$ cat src/rtl/rsa_pkg.sv
// rtl/rsa_pkg.sv - shared FSM encoding and latency formula for the RSA decrypt block
package rsa_pkg;

    typedef enum logic [2:0] {
        ST_IDLE = 3'd0,
        ST_LOAD = 3'd1,
        ST_SQR  = 3'd2,
        ST_MUL  = 3'd3,
        ST_FIN  = 3'd4
    } rsa_state_e;

    function automatic int rsa_lat(input int w);
        return 2 * w * (w + 2) + 2;
    endfunction

endpackage

$ cat src/rtl/rsa_decrypt_ct_modmul.sv
// rtl/rsa_decrypt_ct_modmul.sv - bit-serial interleaved modular multiplier, fixed WIDTH+2 cycle latency
module modmul_serial #(
    parameter int WIDTH = 8
) (
    input  logic             clk,
    input  logic             rst,
    input  logic             go,
    input  logic [WIDTH-1:0] a,
    input  logic [WIDTH-1:0] b,
    input  logic [WIDTH-1:0] n,
    output logic [WIDTH-1:0] p,
    output logic             rdy
);
    localparam int AW = WIDTH + 2;
    localparam int CW = $clog2(WIDTH + 1);

    logic [WIDTH-1:0] a_q, b_q, n_q;
    logic [AW-1:0]    acc_q;
    logic [CW-1:0]    cnt_q;
    logic             active_q;

    logic [AW-1:0] sum, sub1, sub2, n1, n2, acc_d;

    // Both reductions are always evaluated so timing and activity do not depend on data.
    always_comb begin
        n1    = {2'b00, n_q};
        n2    = {1'b0, n_q, 1'b0};
        sum   = (acc_q << 1) + (b_q[WIDTH-1] ? {2'b00, a_q} : '0);
        sub1  = sum - n1;
        sub2  = sum - n2;
        acc_d = (sum >= n2) ? sub2 : ((sum >= n1) ? sub1 : sum);
    end

    always_ff @(posedge clk or posedge rst) begin
        if (rst) begin
            a_q      <= '0;
            b_q      <= '0;
            n_q      <= '0;
            acc_q    <= '0;
            cnt_q    <= '0;
            active_q <= 1'b0;
        end else if (go) begin
            a_q      <= a;
            b_q      <= b;
            n_q      <= n;
            acc_q    <= '0;
            cnt_q    <= CW'(WIDTH);
            active_q <= 1'b1;
        end else if (active_q) begin
            if (cnt_q != '0) begin
                acc_q <= acc_d;
                b_q   <= b_q << 1;
                cnt_q <= cnt_q - 1'b1;
            end else begin
                active_q <= 1'b0;
            end
        end
    end

    assign rdy = active_q && (cnt_q == '0);
    assign p   = acc_q[WIDTH-1:0];

endmodule

$ cat src/rtl/rsa_decrypt_ct.sv
// rtl/rsa_decrypt_ct.sv - constant-time RSA decryption m = c^d mod n, square-and-multiply-always
module rsa_decrypt_ct
    import rsa_pkg::*;
#(
    parameter int WIDTH = 8
) (
    input  logic             clk,
    input  logic             rst,
    input  logic             start,
    input  logic [WIDTH-1:0] c,
    input  logic [WIDTH-1:0] d,
    input  logic [WIDTH-1:0] n,
    output logic             busy,
    output logic             done,
    output logic [WIDTH-1:0] m_out,
    output logic             err
);
    localparam int BW = (WIDTH > 1) ? $clog2(WIDTH) : 1;

    rsa_state_e       state_q, state_d;
    logic [WIDTH-1:0] c_q, c_d, dsh_q, dsh_d, n_q, n_d;
    logic [WIDTH-1:0] r_q, r_d, t_q, t_d, m_q, m_d;
    logic [BW-1:0]    bit_q, bit_d;
    logic             go_q, go_d, busy_q, busy_d, done_q, done_d, err_q, err_d;

    logic [WIDTH-1:0] mm_b, mm_p;
    logic             mm_rdy, bad;

    assign mm_b = (state_q == ST_MUL) ? c_q : r_q;
    assign bad  = (n_q < WIDTH'(2)) || (c_q >= n_q);

    modmul_serial #(.WIDTH(WIDTH)) u_modmul (
        .clk (clk),
        .rst (rst),
        .go  (go_q),
        .a   (r_q),
        .b   (mm_b),
        .n   (n_q),
        .p   (mm_p),
        .rdy (mm_rdy)
    );

    always_comb begin
        state_d = state_q;
        c_d     = c_q;
        dsh_d   = dsh_q;
        n_d     = n_q;
        r_d     = r_q;
        t_d     = t_q;
        m_d     = m_q;
        bit_d   = bit_q;
        go_d    = 1'b0;
        busy_d  = busy_q;
        done_d  = 1'b0;
        err_d   = err_q;
        case (state_q)
            ST_IDLE: if (start) begin
                c_d     = c;
                dsh_d   = d;
                n_d     = n;
                busy_d  = 1'b1;
                state_d = ST_LOAD;
            end
            ST_LOAD: begin
                r_d     = WIDTH'(1);
                t_d     = '0;
                bit_d   = BW'(WIDTH - 1);
                go_d    = 1'b1;
                state_d = ST_SQR;
            end
            ST_SQR: if (mm_rdy) begin
                r_d     = mm_p;
                go_d    = 1'b1;
                state_d = ST_MUL;
            end
            ST_MUL: if (mm_rdy) begin
                // The product is always formed; only the writeback into r follows the exponent bit.
                t_d   = mm_p;
                r_d   = dsh_q[WIDTH-1] ? mm_p : r_q;
                dsh_d = dsh_q << 1;
                if (bit_q == '0) begin
                    state_d = ST_FIN;
                end else begin
                    bit_d   = bit_q - 1'b1;
                    go_d    = 1'b1;
                    state_d = ST_SQR;
                end
            end
            ST_FIN: begin
                done_d  = 1'b1;
                busy_d  = 1'b0;
                err_d   = bad;
                m_d     = bad ? '0 : r_q;
                state_d = ST_IDLE;
            end
            default: state_d = ST_IDLE;
        endcase
    end

    always_ff @(posedge clk or posedge rst) begin
        if (rst) begin
            state_q <= ST_IDLE;
            c_q     <= '0;
            dsh_q   <= '0;
            n_q     <= '0;
            r_q     <= '0;
            t_q     <= '0;
            m_q     <= '0;
            bit_q   <= '0;
            go_q    <= 1'b0;
            busy_q  <= 1'b0;
            done_q  <= 1'b0;
            err_q   <= 1'b0;
        end else begin
            state_q <= state_d;
            c_q     <= c_d;
            dsh_q   <= dsh_d;
            n_q     <= n_d;
            r_q     <= r_d;
            t_q     <= t_d;
            m_q     <= m_d;
            bit_q   <= bit_d;
            go_q    <= go_d;
            busy_q  <= busy_d;
            done_q  <= done_d;
            err_q   <= err_d;
        end
    end

    assign busy  = busy_q;
    assign done  = done_q;
    assign m_out = m_q;
    assign err   = err_q;

endmodule

$ cat config.mk
export PLATFORM = sky130hd
export DESIGN_NAME = rsa_decrypt_ct
export DESIGN_NICKNAME = d
export VERILOG_FILES = /design/src/rtl/rsa_pkg.sv /design/src/rtl/rsa_decrypt_ct_modmul.sv /design/src/rtl/rsa_decrypt_ct.sv
export SDC_FILE = /design/constraint.sdc
export NUM_CORES = 1
export LEC_CHECK = 0
export CAP_MARGIN = 20
export CORE_ASPECT_RATIO = 2
export CORE_UTILIZATION = 45
export DETAILED_ROUTE_END_ITERATION = 8
export GPL_ROUTABILITY_DRIVEN = 0
export PLACE_DENSITY = 0.73
export SYNTH_ARGS = -nofsm -noshare
export SYNTH_HDL_FRONTEND = slang
export SYNTH_SLANG_ARGS = --single-unit
$ cat constraint.sdc
create_clock -name clk -period 10.85 [get_ports clk]
set_input_delay 2.7125 -clock clk [delete_from_list [all_inputs] [get_ports clk]]
set_output_delay 2.7125 -clock clk [all_outputs]
set_load 0.005 [all_outputs]
==> results.txt <==
Sequential share of the synthesized area: 42.4%
Layout Cells excl Fill: 714
Final Core Density: 53.1%
Syn nets: 600
Critical path type: register to register
Largest net degree at the start of global routing: 52
Worst setup SP type: register
DRC Markers: 0
Largest area contributor in the netlist: dfrtp_1
Layout cells sized above 1: 10.1%
Placed insts: 698
Vias in the first global route: 4336
Fin crit share: 38.1%
Worst-path fanout max: 9
Yosys warning count: 0
Complex-gate fraction of the synthesized area: 18.2%
Reg2reg start: u_modmul.b_q[7]$_DFFE_PP0P_
Overall overflow remaining after global route: 0
Worst Tran Pin Value: 0.783 ns
P&R area growth vs syn: 15.5%
CP bufs+invs: 0
Max Freq: 0.242 GHz
Adder-cell share of the synthesized area: 9.35%
Mapped Avg Cell Area: 9.69 sq um
Slew Limit Fails: 0
Worst skew pair latency: 0.34 ns
Yosys top cell area share: 42.4%
Worst hold path type: register to register
Top-count cell post-synth: dfrtp_1
Critical path startpoint: u_modmul.b_q[7]$_DFFE_PP0P_
Post-synthesis xor/xnor area fraction: 3.21%
Simple-Gate Fraction of Synth Area: 15.9%
Clk slew on worst S/H paths: 0.06 ns
Clock skew after layout: 0.00292 ns
Clk root buf: clkbuf_16
Total Die Area: 12000 sq um
1st-pass router iterations: 4
Post-CTS Resized: 0
Relative slew slack: 47.7%
Die width: 77.9 um
Via count: 4207
Minimum clock period: 4.14 ns
RSZ-0062 raised after global routing: false
Fillers: 1021
Family with the most delay on the worst path: simple AND/OR/NAND/NOR gates
Starting DRT DRC Count: 174
Setup TNS: 0 ns
Slowest Stage Delay on Critical Path: 0.46 ns
Ranking of synthesized cells by area: dfrtp_1 42%, ha_1 8.2%, o21ai_0 5.7%
Antenna diode count: 0
Post-synthesis mux area share: 7.06%
Final hold viol count: 0
Final wirelength: 12.9 mm
Initial core utilization: 46.0%
DPL Wire Length: 9.83 mm
CTS tree: done
Cts hold-fix bufs: 0
Row count: 55
Largest family of logic cells by synthesized area: compound AO/OA/AOI/OAI gates
I/O pin count: 38
Outcome: finished clean
Worst path required time: 11.10 ns
Yosys cell types: 61
Wire length per cell: 18.1 um
First-pass GRT wire length: 21.4 mm
Final setup viols: 0
Max-cap viol count: 0
Htree depth: 3
Via density per instance: 5.89
GRT Util Overall: 23.3%
Initial antenna violation count: 0
Number of CTS-inserted buffers: 9
Core area: 11300 sq um
Post-route ant nets: 0
Worst-case clock buffer depth: 2
Ys flop type: dfrtp_1
Crit path max-delay cell type: dfrtp_1
Port buffer count: 37
Setup crit end kind: register
CTS Sinks: 88
EDFF count, synth: 0
Synthesized instance count: 536
Leading cell types by count after synthesis: 88 x dfrtp_1, 70 x nand2_1, 59 x o21ai_0, 34 x ha_1, 27 x inv_1
Worst path cell trace: and2_1, ha_1, fa_1, a211o_2, o211ai_1, nand2b_1, a21oi_1, xnor2_1, ha_1, nand4_1, a21oi_1, or3_1, nand2_1, nand4_1, a21boi_0, o221ai_1
Flops & latches, synth: 88
FFs w/ async S/R, synth: 100%
Fin nets: 631
Postcts setup bufs: 0
WP data arrival: 4.39 ns
Mapped cell area: 5190 sq um
Die height: 154 um
Startpoint of the worst hold path: bit_q[0]$_DFFE_PP0P_
-- flip-flops by register name, indices dropped and copies added (netlist names), 4 cells and up --
register and count:
c_q 8, dsh_q 8, m_out 8, n_q 8
r_q 8, u_modmul.a_q 8, u_modmul.acc_q 9, u_modmul.b_q 8
u_modmul.cnt_q 4, u_modmul.n_q 8
-- cells by family (layout without fill, tap and decap cells) --
logic type,count (synthesis),count (layout)
buffers and inverters,49,85
muxes,34,34
DFF,88,88
AOI/OAI and AO/OA,145,145
adders and majority gates,37,37
xor gates and xnor gates,19,19
and+or+nand+nor,164,164
-- layer usage --
metal  vias up  GRT usage (%)  part of all wire [%]
met5         -              0                     0
met4         0           19.8                   8.1
met3        53           2.73                   2.5
met2       108           41.9                    54
met1      2068           23.2                    36
li1       1978              -                     -
-- path summary, 6_finish.rpt --
path                                                       to  slack [ns]  cells after the start
max in group asynchronous         u_modmul.a_q[6]$_DFFE_PP0P_        7.03                      3
min in group asynchronous                  c_q[3]$_DFFE_PP0P_        2.76                      2
worst max-delay path            u_modmul.acc_q[7]$_DFFE_PP0P_        6.71                     16
worst min register to register           bit_q[0]$_DFFE_PP0P_        0.47                      1
worst max register to register  u_modmul.acc_q[7]$_DFFE_PP0P_        6.71                     16
worst min-delay path                     bit_q[0]$_DFFE_PP0P_        0.47                      1
-- metrics by stage --
step,hold slack (ns),worst slack [ns],instance area (sq um)
after floorplan,0.440,5.86,5190
after global placement,0.456,6.43,5690
after detailed placement,0.465,6.36,5690
after CTS,0.474,6.71,6000
after global routing,0.492,6.50,6000
final,0.473,6.71,6000
-- final cells by class --
cell class | instances | area [sq um] | share of cell area [%]
Sequential cell | 88 | 2200 | 36.7
Tap cell | 142 | 178 | 2.96
Clock inverter | 5 | 55.1 | 0.918
Multi-Input combinational cell | 399 | 2800 | 46.7
Inverter | 27 | 103 | 1.71
Timing Repair Buffer | 42 | 408 | 6.80
Clock buffer | 11 | 253 | 4.22
-- placed cells by master, fill, tap and decap left out, types with 3 or more instances in the layout --
cell type,count
and2_1,8
xor2_1,6
o21ai_0,59
a31oi_1,3
nand3_1,14
dfrtp_1,88
mux2_2,17
buf_4,5
ha_1,34
nand2b_1,6
clkbuf_16,9
o221ai_1,3
a211oi_1,3
a21oi_1,25
nand4_1,6
nor3_1,4
clkdlybuf4s50_1,37
and3_1,3
nor2b_1,6
a21o_1,11
xnor2_1,13
clkinv_2,3
nor3b_1,5
a21o_2,5
a211o_1,3
fa_1,3
nand2_1,70
mux2i_1,16
inv_1,26
nand3b_1,9
nor2_1,21
a32oi_1,9
a2bb2oi_1,3
Power is not shown: default switching activity piles up to over one toggle a cycle in this logic, so the estimate is an artifact.
